===== config.mk =====
export PLATFORM = sky130hd
export DESIGN_NAME = instr_fetch_unit_flat
export DESIGN_NICKNAME = d
export VERILOG_FILES = /design/src/rtl/instr_fetch_unit_if.sv /design/src/rtl/instr_fetch_unit.sv /design/src/flat_wrapper.sv
export SDC_FILE = /design/constraint.sdc
export NUM_CORES = 1
export LEC_CHECK = 0
export ABC_AREA = 1
export ABC_CLOCK_PERIOD_IN_PS = 1390
export CAP_MARGIN = 20
export CORE_MARGIN = 2
export CORE_UTILIZATION = 44
export DETAILED_ROUTE_END_ITERATION = 16
export GPL_ROUTABILITY_DRIVEN = 0
export PLACE_DENSITY_LB_ADDON = 0.05
export SLEW_MARGIN = 20
export SYNTH_ARGS = -nofsm -noshare
export SYNTH_HDL_FRONTEND = slang
export SYNTH_SLANG_ARGS = --single-unit

===== constraint.sdc =====
create_clock -name clk -period 1.39 [get_ports clk]
set_clock_uncertainty 0.05 [all_clocks]
set_input_delay 0.2085 -clock clk [delete_from_list [all_inputs] [get_ports clk]]
set_output_delay 0.2085 -clock clk [all_outputs]
set_load 0.05 [all_outputs]

===== src/rtl/instr_fetch_unit_if.sv =====
// Bus bundle between the SAP-2 fetch unit (master) and its memory / control unit (slave).
// Handshake: instr_valid rises once opcode/temp regs hold a complete instruction; they stay frozen
// until instr_ack is seen high on a rising edge, which consumes it. mem_rd_en has no back-pressure:
// read data is presented on mem_data_in exactly one clock after the strobe.
interface instr_fetch_unit_if #(
   parameter int ADDR_WIDTH = 16,
   parameter int DATA_WIDTH = 8
);
   logic [ADDR_WIDTH-1:0] mem_addr;
   logic                  mem_rd_en;
   logic [DATA_WIDTH-1:0] mem_data_in;
   logic [1:0]            op_len;
   logic [DATA_WIDTH-1:0] opcode;
   logic [DATA_WIDTH-1:0] temp_1_out;
   logic [DATA_WIDTH-1:0] temp_2_out;
   logic                  instr_valid;
   logic                  instr_ack;
   logic                  pc_load;
   logic [ADDR_WIDTH-1:0] pc_load_value;
   logic                  halt;
   logic [ADDR_WIDTH-1:0] counter_out;
   logic                  halted;
   logic                  illegal_op;

   modport master (
      output mem_addr, mem_rd_en, opcode, temp_1_out, temp_2_out, instr_valid,
             counter_out, halted, illegal_op,
      input  mem_data_in, op_len, instr_ack, pc_load, pc_load_value, halt
   );

   modport slave (
      input  mem_addr, mem_rd_en, opcode, temp_1_out, temp_2_out, instr_valid,
             counter_out, halted, illegal_op,
      output mem_data_in, op_len, instr_ack, pc_load, pc_load_value, halt
   );
endinterface


===== src/rtl/instr_fetch_unit.sv =====
// SAP-2 instruction fetch front-end: owns the PC, reads 1-3 byte instructions, handles jump and halt.
// Optional macro FETCH_ILLEGAL_OP_TRAP_EN: op_len==0 traps into FAULT instead of decoding as 1 byte.
module instr_fetch_unit #(
   parameter int                    ADDR_WIDTH   = 16,
   parameter int                    DATA_WIDTH   = 8,
   parameter logic [ADDR_WIDTH-1:0] RESET_VECTOR = 16'hF000
) (
   input  logic               clk,
   input  logic               reset,
   instr_fetch_unit_if.master bus,
   output logic [3:0]         state_dbg
);

   localparam logic [ADDR_WIDTH-1:0] PC_STEP   = ADDR_WIDTH'(1);
   localparam logic [DATA_WIDTH-1:0] ZERO_BYTE = '0;

   typedef enum logic [3:0] {
      FETCH_OP       = 4'd0,
      WAIT_OP        = 4'd1,
      CHK_MORE_BYTES = 4'd2,
      FETCH_T1       = 4'd3,
      WAIT_T1        = 4'd4,
      FETCH_T2       = 4'd5,
      WAIT_T2        = 4'd6,
      READY          = 4'd7,
      HALTED         = 4'd8
`ifdef FETCH_ILLEGAL_OP_TRAP_EN
      ,
      FAULT          = 4'd9
`endif
   } state_t;

   state_t state;
   logic   three_byte;

   assign state_dbg = state;

`ifndef FETCH_ILLEGAL_OP_TRAP_EN
   assign bus.illegal_op = 1'b0;
`endif

   // mem_rd_en is raised on the edge entering a FETCH_* state so the strobe and address are
   // visible during that state; the data then lands during the following WAIT_* state.
   // Straight out of reset FETCH_OP is entered with the strobe low, so it spends one cycle arming it.
   always_ff @(posedge clk or negedge reset) begin
      if (!reset) begin
         state           <= FETCH_OP;
         three_byte      <= 1'b0;
         bus.counter_out <= RESET_VECTOR;
         bus.mem_addr    <= RESET_VECTOR;
         bus.mem_rd_en   <= 1'b0;
         bus.opcode      <= ZERO_BYTE;
         bus.temp_1_out  <= ZERO_BYTE;
         bus.temp_2_out  <= ZERO_BYTE;
         bus.instr_valid <= 1'b0;
         bus.halted      <= 1'b0;
`ifdef FETCH_ILLEGAL_OP_TRAP_EN
         bus.illegal_op  <= 1'b0;
`endif
      end else begin
         bus.mem_rd_en <= 1'b0;
         case (state)
            FETCH_OP: begin
               if (bus.mem_rd_en) begin
                  bus.counter_out <= bus.counter_out + PC_STEP;
                  state           <= WAIT_OP;
               end else begin
                  bus.mem_rd_en <= 1'b1;
                  bus.mem_addr  <= bus.counter_out;
               end
            end

            WAIT_OP: begin
               bus.opcode <= bus.mem_data_in;
               state      <= CHK_MORE_BYTES;
            end

            CHK_MORE_BYTES: begin
               three_byte <= (bus.op_len == 2'd3);
               if (bus.op_len[1]) begin
                  bus.mem_rd_en <= 1'b1;
                  bus.mem_addr  <= bus.counter_out;
                  state         <= FETCH_T1;
               end
`ifdef FETCH_ILLEGAL_OP_TRAP_EN
               else if (bus.op_len == 2'd0) begin
                  bus.illegal_op <= 1'b1;
                  state          <= FAULT;
               end
`endif
               else begin
                  bus.instr_valid <= 1'b1;
                  state           <= READY;
               end
            end

            FETCH_T1: begin
               bus.counter_out <= bus.counter_out + PC_STEP;
               state           <= WAIT_T1;
            end

            WAIT_T1: begin
               bus.temp_1_out <= bus.mem_data_in;
               if (three_byte) begin
                  bus.mem_rd_en <= 1'b1;
                  bus.mem_addr  <= bus.counter_out;
                  state         <= FETCH_T2;
               end else begin
                  bus.instr_valid <= 1'b1;
                  state           <= READY;
               end
            end

            FETCH_T2: begin
               bus.counter_out <= bus.counter_out + PC_STEP;
               state           <= WAIT_T2;
            end

            WAIT_T2: begin
               bus.temp_2_out  <= bus.mem_data_in;
               bus.instr_valid <= 1'b1;
               state           <= READY;
            end

            // Halt wins over ack and jump; a jump with ack redirects the very next fetch.
            READY: begin
               if (bus.halt) begin
                  bus.halted <= 1'b1;
                  state      <= HALTED;
               end else begin
                  if (bus.pc_load) begin
                     bus.counter_out <= bus.pc_load_value;
                  end
                  if (bus.instr_ack) begin
                     bus.instr_valid <= 1'b0;
                     bus.mem_rd_en   <= 1'b1;
                     bus.mem_addr    <= bus.pc_load ? bus.pc_load_value : bus.counter_out;
                     state           <= FETCH_OP;
                  end
               end
            end

            HALTED: begin
               state <= HALTED;
            end

`ifdef FETCH_ILLEGAL_OP_TRAP_EN
            FAULT: begin
               state <= FAULT;
            end
`endif

            default: begin
               state <= FETCH_OP;
            end
         endcase
      end
   end

endmodule

===== src/flat_wrapper.sv =====
// flat-port wrapper written by rule: the top's interface ports become plain ports
module instr_fetch_unit_flat 
#(
   parameter int                    ADDR_WIDTH   = 16,
   parameter int                    DATA_WIDTH   = 8,
   parameter logic [ADDR_WIDTH-1:0] RESET_VECTOR = 16'hF000
)
  (clk, reset, state_dbg, bus_mem_addr, bus_mem_rd_en, bus_opcode, bus_temp_1_out, bus_temp_2_out, bus_instr_valid, bus_counter_out, bus_halted, bus_illegal_op, bus_mem_data_in, bus_op_len, bus_instr_ack, bus_pc_load, bus_pc_load_value, bus_halt);
  instr_fetch_unit_if #(.ADDR_WIDTH(ADDR_WIDTH), .DATA_WIDTH(DATA_WIDTH)) bus_i ();
  input  logic clk;
  input  logic reset;
  output logic [3:0] state_dbg;
  output wire logic [$bits(bus_i.mem_addr)-1:0] bus_mem_addr;
  output wire logic [$bits(bus_i.mem_rd_en)-1:0] bus_mem_rd_en;
  output wire logic [$bits(bus_i.opcode)-1:0] bus_opcode;
  output wire logic [$bits(bus_i.temp_1_out)-1:0] bus_temp_1_out;
  output wire logic [$bits(bus_i.temp_2_out)-1:0] bus_temp_2_out;
  output wire logic [$bits(bus_i.instr_valid)-1:0] bus_instr_valid;
  output wire logic [$bits(bus_i.counter_out)-1:0] bus_counter_out;
  output wire logic [$bits(bus_i.halted)-1:0] bus_halted;
  output wire logic [$bits(bus_i.illegal_op)-1:0] bus_illegal_op;
  input wire logic [$bits(bus_i.mem_data_in)-1:0] bus_mem_data_in;
  input wire logic [$bits(bus_i.op_len)-1:0] bus_op_len;
  input wire logic [$bits(bus_i.instr_ack)-1:0] bus_instr_ack;
  input wire logic [$bits(bus_i.pc_load)-1:0] bus_pc_load;
  input wire logic [$bits(bus_i.pc_load_value)-1:0] bus_pc_load_value;
  input wire logic [$bits(bus_i.halt)-1:0] bus_halt;
  assign bus_mem_addr = bus_i.mem_addr;
  assign bus_mem_rd_en = bus_i.mem_rd_en;
  assign bus_opcode = bus_i.opcode;
  assign bus_temp_1_out = bus_i.temp_1_out;
  assign bus_temp_2_out = bus_i.temp_2_out;
  assign bus_instr_valid = bus_i.instr_valid;
  assign bus_counter_out = bus_i.counter_out;
  assign bus_halted = bus_i.halted;
  assign bus_illegal_op = bus_i.illegal_op;
  assign bus_i.mem_data_in = bus_mem_data_in;
  assign bus_i.op_len = bus_op_len;
  assign bus_i.instr_ack = bus_instr_ack;
  assign bus_i.pc_load = bus_pc_load;
  assign bus_i.pc_load_value = bus_pc_load_value;
  assign bus_i.halt = bus_halt;
  instr_fetch_unit #(.ADDR_WIDTH(ADDR_WIDTH), .DATA_WIDTH(DATA_WIDTH), .RESET_VECTOR(RESET_VECTOR)) u_core (.clk(clk), .reset(reset), .bus(bus_i), .state_dbg(state_dbg));
endmodule

# Word-level counts from Yosys, hierarchy flattened
# Cells that the tools add are included.
[totals]
regBits = 64
output_inout_bits = 64
in_bits = 31
elab_cells = 66
[op_classes]
muxes = 27
add_sub_neg = 1
n_eq_ne = 18
reduce_logical = 10
[op_table]
columns = ["op", "n"]
rows = [
  ["$mux 16", 8],
  ["$pmux 16 s4", 1],
  ["$pmux 16 s3", 1],
  ["$pmux 4 s9", 1],
  ["$add 16x1->16 const B", 1],
  ["$eq 4x3->1 const B", 4],
  ["$mux 4", 3],
  ["$ne 2x2->1 const B", 6],
  ["$mux 1", 9],
  ["$eq 4x2->1 const B", 2],
  ["$pmux 1 s4", 2],
  ["$reduce_bool 4->1", 2],
  ["$reduce_and 6->1", 1],
  ["$reduce_and 5->1", 1],
  ["$eq 4x1->1 const B", 1],
  ["$eq 4x4->1 const B", 1],
  ["$logic_not 4->1", 1],
  ["$ne 2x1->1 const B", 2],
  ["$reduce_and 2->1", 2],
  ["$mux 3", 1],
  ["$ne 3x3->1 const B", 1],
  ["$reduce_and 3->1", 1],
  ["$reduce_bool 3->1", 1],
  ["$eq 2x2->1 const B", 1],
  ["2 further kinds", 2],
]

# Depth between registers and ports, before layout
# Gate-level depths: netlist (run 1).
[logic_depth]
word_depth = 4
depth_mapped = 11
ltp_nobuf = 10

# Worst setup path after synthesis (run 1)
# OpenSTA, ideal clock, no wires.
[synth_path]
path_type = "reg2reg"
startpoint = "register u_core.state[0], in the netlist u_core.state_dbg[0]"
endpoint = "register u_core.state[0], in the netlist u_core.state_dbg[0]"
path_slack_ns = -0.376
stages_incl_launch_ff = 8
path_buffers = 2
arrival_time_ns = 1.596
setup_ns = 0.119
period_less_slack_ns = 1.766
required_time_ns = 1.221
path_cell_list = "dfrtp_1 > nand2_1 > nor2_4 > buf_4 > buf_2 > nand2_1 > nand4_1 > nand2_1"
[synth_via]
elab_chain_cells = 3
elab_cells_between_ends = 13
classes_between = "10 x eq/ne; 1 x mux; 2 x reduce/logical"
[synth_lines]
columns = ["element", "line", "rtl"]
rows = [
  ["from (decl)", "instr_fetch_unit.sv:33", "state_t state;"],
  ["from (signal assigned)", "instr_fetch_unit.sv:47", "state <= FETCH_OP;"],
  ["from (signal assigned)", "instr_fetch_unit.sv:66", "state <= WAIT_OP;"],
  ["from (signal assigned)", "instr_fetch_unit.sv:75", "state <= CHK_MORE_BYTES;"],
  ["$eq 4x3->1 / $logic_not 4->1 (equally long branches)", "instr_fetch_unit.sv:62", "case (state)"],
  ["$ne 3x3->1 (no line) / $ne 2x1->1 (equally long branches)", "-", ""],
  ["$reduce_and 2->1 (no line)", "-", ""],
]
# Several ways; a longest one is shown, not always the timed one.
# A chain may end at the register's enable or synchronous reset.

# Worst setup path in the final report (run 1)
[layout_path]
startpoint = "register u_core.state[3], in the netlist u_core.state_dbg[3]"
endpoint = "register u_core.bus.counter_out[0] (netlist bit)"
[layout_via]
elab_chain_cells = 4
elab_cells_between_ends = 10
classes_between = "5 x eq/ne; 1 x mux; 4 x reduce/logical"
[layout_lines]
columns = ["element", "line", "rtl"]
rows = [
  ["$eq 4x2->1 / $eq 4x3->1 (equally long branches)", "instr_fetch_unit.sv:62", ""],
  ["$reduce_or 2->1 (no line)", "-", ""],
  ["$reduce_bool 3->1 (no line)", "-", ""],
  ["$reduce_and 3->1 (no line)", "-", ""],
  ["to (signal assigned)", "instr_fetch_unit.sv:65", "bus.counter_out <= bus.counter_out + PC_STEP;"],
  ["to (signal assigned)", "instr_fetch_unit.sv:98", "bus.counter_out <= bus.counter_out + PC_STEP;"],
  ["to (signal assigned)", "instr_fetch_unit.sv:115", "bus.counter_out <= bus.counter_out + PC_STEP;"],
  ["to (decl)", "instr_fetch_unit_if.sv:27", "counter_out, halted, illegal_op,"],
]
# Several ways; a longest one is shown, not always the timed one.

==> impl_metrics.ini, run 1 <==
[clock_network]
cts_inserted_buffers = 9
clkSinkCount = 64
cts_max_level = 3
tritoncts = built
clock_path_buffers = 2
clock-root-buffer = sky130_fd_sc_hd__clkbuf_8
worstSkewPairLatency_ns = 0.35
path_clk_slew_ns = 0.08

[routing]
avgViaCountPerCell = 5.31
drt-total-wl_um = 11500
met1Wirelength_um = 4280
antenna_left = 0
dr.max_layer_used = met4
met3_wire_len_um = 1130
wl_per_cell_um = 15.8
total_via_count_after_detailed_routing = 3890
drt_first_iter_violations = 238
met2_wirelength_um = 5730
detailedRoute.firstPassIterationCount = 5
drc = 0

[job]
max_cap_viol_count = 0

[placed_design]
dp.final_hpwl_um = 7270
port-buffer-count = 93

[grt]
grt_start_max_net_pins = 65
grtUsageTotal = 0.254
via_count_of_the_first_global_routing_pass = 3617
grt_antenna_before_repair = 0
grt_overflow = 0
grt_pass1_wl_um = 17000

[timing]
timing.final.max_slew_violations = 0
setup_ws_ns = -0.170
hold_violations = 0
unrepaired_setup_endpoints_after_global_routing = yes
setup_viol_count_final = 44
period_minus_slack_ns = 1.56
max_freq_mhz = 641
final_min_period_over_clock_period = 1.12

[power]
combinationalPowerShare = 0.680
total_leakage_power_nw = 2.86
pint_w = 0.00899
vdd_drop_max_v = 0.00175
p_sw_w = 0.00805
power_per_cell_area_mw_per_mm2 = 2840
seq_power_share = 0.224
sw_ratio = 0.472
clkPwrFrac = 0.097
power.total_w = 0.0170

[synth]
netlist.area_leader.share = 0.412
ys_async_sr_fraction = 1.00
synth_ff_type = sky130_fd_sc_hd__dfrtp_1
ys.warnings.count = 0
count_of_flip_flops_with_a_built_in_enable_after_synthesis = 0
yosys_register_bits = 64
seq_area_frac_synth = 0.474
synthesis.area_mm2 = 0.00340
post_synth_num_cell_types = 26
cell_type_contributing_the_most_total_cell_area_after_synthesis = sky130_fd_sc_hd__dfrtp_1
syn-instance-count = 475
synth.net_count = 507
synth_top_cells_by_area = sky130_fd_sc_hd__dfrtp_1, sky130_fd_sc_hd__nand2_1, sky130_fd_sc_hd__o21ai_0
syn-mean-instance-area_um2 = 7.16

[setup_path]
r2r_slack_ns = -0.17
critical_path.startpoint_type = register
end_kind = register
r2r_start = u_core.state_dbg[3]
crit_type = reg2reg
worst-path-max-fanout = 22
reg2reg_to = u_core.bus.counter_out[0]
worst-endpoint-required_ns = 1.59
cp.arrival_ns = 1.76
reg2reg_depth = 8

[final_layout]
seq_area_mm2 = 0.00163
num_antenna_cells = 0
final_core_util = 0.789
layout-drive-gt1-share = 0.325
layout.cells.most_common = sky130_fd_sc_hd__nand2_1
fill_cells = 504
multiInputGateArea_mm2 = 0.00166
num-nets-final = 657
most-common-layout-cells = sky130_fd_sc_hd__nand2_1, sky130_fd_sc_hd__buf_12, sky130_fd_sc_hd__o21ai_0
area.growth.synth_to_final_pct = 76.6

[die]
dieHeight_um = 91.9
start_util = 0.447
placement_rows = 32
design.portCount = 95
fp.dieW_um = 91.9
core_area_mm2 = 0.00761
die_area_mm2 = 0.00845

[hold_path]
hold_path.class = in2async

[run_status]
failing_checks = negative setup slack
status = finished with violations
cell type report:
type,instances,share of cell area
repair buffers,156,0.371
multi-input cells,355,0.276
flip-flops and latches,64,0.272
clock buffers,14,0.0321
inverters,39,0.0265
well taps,102,0.0213
clock inverters,2,0.00167
stage by stage:
| step | instance area, um2 | setup slack (ns) | hold WS, ns | TNS, ns | cells |
|---|---|---|---|---|---|
| final | 6000 | -0.170 | 0.352 | -4.24 | 732 |
| after global routing | 6000 | -0.260 | 0.397 | -8.07 | 732 |
| after CTS | 5740 | -0.133 | 0.363 | -3.25 | 718 |
| after detailed placement | 5470 | -0.166 | 0.203 | -4.15 | 698 |
| after global placement | 5470 | -0.145 | 0.203 | -2.64 | 698 |
| after floorplan | 3470 | -0.189 | -0.137 | -5.03 | 475 |
kinds of logic (layout without fill, tap and decap cells):
logic type	count (synthesis)	after routing	share of synthesized area
simple gates	273	273	0.328
other cells	1	1	0.00110
fa+ha+maj	1	1	0.00368
buf+inv	56	211	0.0718
compound gates	80	80	0.121
flops	64	64	0.474
critical path: stages (launching register included):
cell                      delay [ns]
sky130_fd_sc_hd__dfrtp_2        0.43
sky130_fd_sc_hd__inv_4          0.08
sky130_fd_sc_hd__nand2_4        0.08
sky130_fd_sc_hd__nor2_4         0.22
sky130_fd_sc_hd__nand2_2        0.13
sky130_fd_sc_hd__nand2_2        0.09
sky130_fd_sc_hd__a21oi_2        0.05
sky130_fd_sc_hd__buf_12         0.16
sky130_fd_sc_hd__o21ai_0        0.18
registers in the layout, summed over array words and instances (netlist names):
signal and flops:
u_core.state_dbg 4, u_core.bus.counter_out 16, u_core.three_byte 1, u_core.bus.opcode 8, u_core.bus.mem_addr 16, u_core.bus.mem_rd_en 1, u_core.bus.temp_2_out 8, u_core.bus.instr_valid 1
u_core.bus.temp_1_out 8, u_core.bus.halted 1
worst max-delay path by stage:
stage | cells past startpoint | endpoint | slack, ns | from
final | 8 | u_core.bus.counter_out[0] | -0.17 | u_core.state_dbg[3]
after global placement | 7 | u_core.bus.counter_out[5] | -0.15 | bus_pc_load
after global routing | 10 | u_core.bus.counter_out[12] | -0.26 | u_core.state_dbg[3]
after detailed placement | 10 | u_core.bus.mem_addr[5] | -0.17 | u_core.state_dbg[3]
after CTS | 9 | u_core.bus.counter_out[10] | -0.13 | u_core.state_dbg[3]
after floorplan | 10 | u_core.bus.mem_addr[0] | -0.19 | u_core.state_dbg[3]
synth_stat cells (2+ instances only):
library cell and n:
sky130_fd_sc_hd__inv_2 3, sky130_fd_sc_hd__o2111ai_1 2, sky130_fd_sc_hd__nand2_1 192, sky130_fd_sc_hd__buf_4 5
sky130_fd_sc_hd__dfrtp_1 56, sky130_fd_sc_hd__nand3_1 25, sky130_fd_sc_hd__nand4_1 2, sky130_fd_sc_hd__buf_2 4
sky130_fd_sc_hd__dfstp_2 8, sky130_fd_sc_hd__clkbuf_1 7, sky130_fd_sc_hd__nand2_2 2, sky130_fd_sc_hd__nor2_2 3
sky130_fd_sc_hd__nor2_4 2, sky130_fd_sc_hd__nor3_1 2, sky130_fd_sc_hd__nor2_1 41, sky130_fd_sc_hd__inv_1 35
sky130_fd_sc_hd__o21ai_0 76, sky130_fd_sc_hd__nand2_4 2
power by group through the flow:
stage | logic, W | registers [W] | clock network (W)
finish | 0.0116 | 0.00381 | 0.00165
global route | 0.0122 | 0.00391 | 0.00174
CTS | 0.0109 | 0.00375 | 0.00166
detailed placement | 0.0107 | 0.00379 | 0
global placement | 0.0105 | 0.00375 | 0
floorplan | 0.00282 | 0.00612 | 0
layer usage:
layer	track usage	vias to the layer above
met5	0	-
met4	0.0896	0
met3	0.0813	46
met2	0.421	202
met1	0.312	1827
li1	-	1815
timing repair:
| item | in CTS | in global routing |
|---|---|---|
| resized for setup | 9 | 41 |
| endpoints found under the hold margin | 56 | 0 |
| endpoints found under the setup margin | 36 | 64 |
| hold buffers | 1 | 0 |
| gates cloned | 0 | 6 |
| setup buffers | 3 | 9 |
| pin swaps | 1 | 7 |
Power figures use the tool's default switching activity.
==> run 2: changes to the inputs <==
CORE_UTILIZATION = 30   (was 44)
==> run 2 against run 1 <==
Against the previous run:
- the flow still finishes with violations (negative setup slack)
- highest routed layer unchanged
- routed wire length grew 3.4%
- total power grew 13%
- core utilization shrank 20 points
- fmax grew 0.99%
- largest cell class unchanged
- die area grew 44%
- sequential power is essentially flat
- setup slack gained 0.015 ns
- critical endpoint unchanged
- design area grew 8.2%
- via count shrank 3.3%
- critical path depth grew 1
- sequential share of layout area shrank 2.1 points
- flip-flop and latch count is the same
==> impl_metrics.ini, run 2 (synthesized netlist as in run 1, its figures left out) <==
[setup_path]
worst_path_most_repeated_cell = sky130_fd_sc_hd__buf_12
cp.arrival_ns = 1.74
worst-path-max-fanout = 6
worst-endpoint-required_ns = 1.59
critPathBufInv = 3
critical_path.startpoint_type = register
max_stage_delay_ns = 0.46
path_depth = 9
crit_type = reg2reg
end_kind = register
cell_with_the_largest_stage_delay_on_the_worst_path = sky130_fd_sc_hd__dfrtp_2
cp_top_family = flip-flops
worstPathCellList = inv_4 > nand2_4 > nor2_4 > nor2_2 > a21oi_4 > buf_12 > buf_12 > nand2_1 > o21ai_1
r2r_slack_ns = -0.15
reg2reg_depth = 9

[die]
placement_rows = 38
design.portCount = 95
start_util = 0.311
dieHeight_um = 110
core_area_mm2 = 0.0109
die_area_mm2 = 0.0122
fp.dieW_um = 110

[power]
sw_ratio = 0.449
combinationalPowerShare = 0.673
power_per_cell_area_mw_per_mm2 = 2950
clkPwrFrac = 0.129
vdd_drop_max_v = 0.00149
p_sw_w = 0.00861
total_leakage_power_nw = 3.03
seq_power_share = 0.198
pint_w = 0.0106

[clock_network]
tritoncts = built
worstSkewPairLatency_ns = 0.32
cts_inserted_buffers = 9
path_clk_slew_ns = 0.06
clock_path_buffers = 2
cts_max_level = 3
clock-root-buffer = sky130_fd_sc_hd__clkbuf_16
clkSinkCount = 64

[placed_design]
dp.final_hpwl_um = 7390
port-buffer-count = 93
post-place-cells = 741
place_ws_ns = -0.193

[grt]
grt_start_max_net_pins = 65
grt_pass1_wl_um = 17500
via_count_of_the_first_global_routing_pass = 3510
grt_overflow = 0
grtUsageTotal = 0.176
grt_antenna_before_repair = 0

[routing]
met3_wire_len_um = 958
wl_per_cell_um = 15.2
dr.max_layer_used = met4
drt_first_iter_violations = 188
drt-total-wl_um = 11900
drc = 0
met2_wirelength_um = 5770
avgViaCountPerCell = 4.78
antenna_left = 0
detailedRoute.firstPassIterationCount = 4
total_via_count_after_detailed_routing = 3763
met1Wirelength_um = 5000

[timing]
setup_ws_ns = -0.155
unrepaired_setup_endpoints_after_global_routing = yes
timing.final.max_slew_violations = 0
hold_violations = 0
setup_viol_count_final = 53
period_minus_slack_ns = 1.54
max_freq_mhz = 647
final_min_period_over_clock_period = 1.11

[job]
max_cap_viol_count = 0

[run_status]
status = finished with violations
failing_checks = negative setup slack

[final_layout]
final_core_util = 0.594
num-nets-final = 674
layout-drive-gt1-share = 0.391
reg_top3 = u_core.bus.counter_out: 16 flops, u_core.bus.mem_addr: 16 flops
most-common-layout-cells = sky130_fd_sc_hd__nand2_1, sky130_fd_sc_hd__buf_12, sky130_fd_sc_hd__buf_4
num_antenna_cells = 0
area.growth.synth_to_final_pct = 91.1
layout.cells.most_common = sky130_fd_sc_hd__nand2_1
finalNonFillerCells = 787

[hold_path]
hold_path.class = in2async
run 2: worst paths after layout:
| check | to | startpoint |
|---|---|---|
| max in group asynchronous | u_core.bus.mem_addr[13] | reset |
| setup reg to reg | u_core.bus.counter_out[0] | u_core.state_dbg[2] |
| min in group clk | u_core.three_byte | bus_op_len[0] |
| hold / removal | u_core.bus.mem_addr[3] | reset |
| hold reg to reg | u_core.bus.mem_addr[13] | u_core.bus.mem_addr[13] |
| setup / recovery | u_core.bus.counter_out[0] | u_core.state_dbg[2] |
run 2: layout make-up:
class,instances,area (um2)
fill,982,4440
timing repair buffer,173,2430
multi-input combinational,355,1770
sequential,64,1630
clock buffer,9,225
tap,140,175
inverter,39,161
clock inverter,7,95.1
run 2: stage by stage:
step	cell area, um2	TNS, ns	hold slack [ns]	total power (W)
after global routing	6500	-8.72	0.418	0.0202
after floorplan	3470	-5.03	-0.137	0.00894
after detailed placement	5550	-4.57	0.209	0.0146
after CTS	6070	-3.48	0.397	0.0177
after global placement	5550	-4.18	0.210	0.0145
final	6500	-4.79	0.370	0.0192
run 2: routing by layer:
layer,vias to the layer above,GRT usage
met4,0,0.0467
met5,-,0
li1,1847,-
met2,146,0.283
met3,18,0.0587
met1,1752,0.229
run 2: tightest hold or removal path: cells and delay by family:
family,cells,cell delay (ns)
buffers and inverters,3,0.94
run 2: timing repair:
item,in CTS,in global routing
hold endpoints to repair,56,0
gates cloned,2,8
buffers inserted,11,8
gates resized for setup,30,77
setup endpoints to repair,37,60
hold buffers,1,0
pin swaps,7,16
run 2: power by group through the flow:
stage / clock network (W) / logic, W / registers, W
floorplan: 0 / 0.00282 / 0.00612
detailed placement: 0 / 0.0108 / 0.00376
global route: 0.00260 / 0.0136 / 0.00391
CTS: 0.00252 / 0.0114 / 0.00375
finish: 0.00248 / 0.0129 / 0.00380
global placement: 0 / 0.0107 / 0.00375
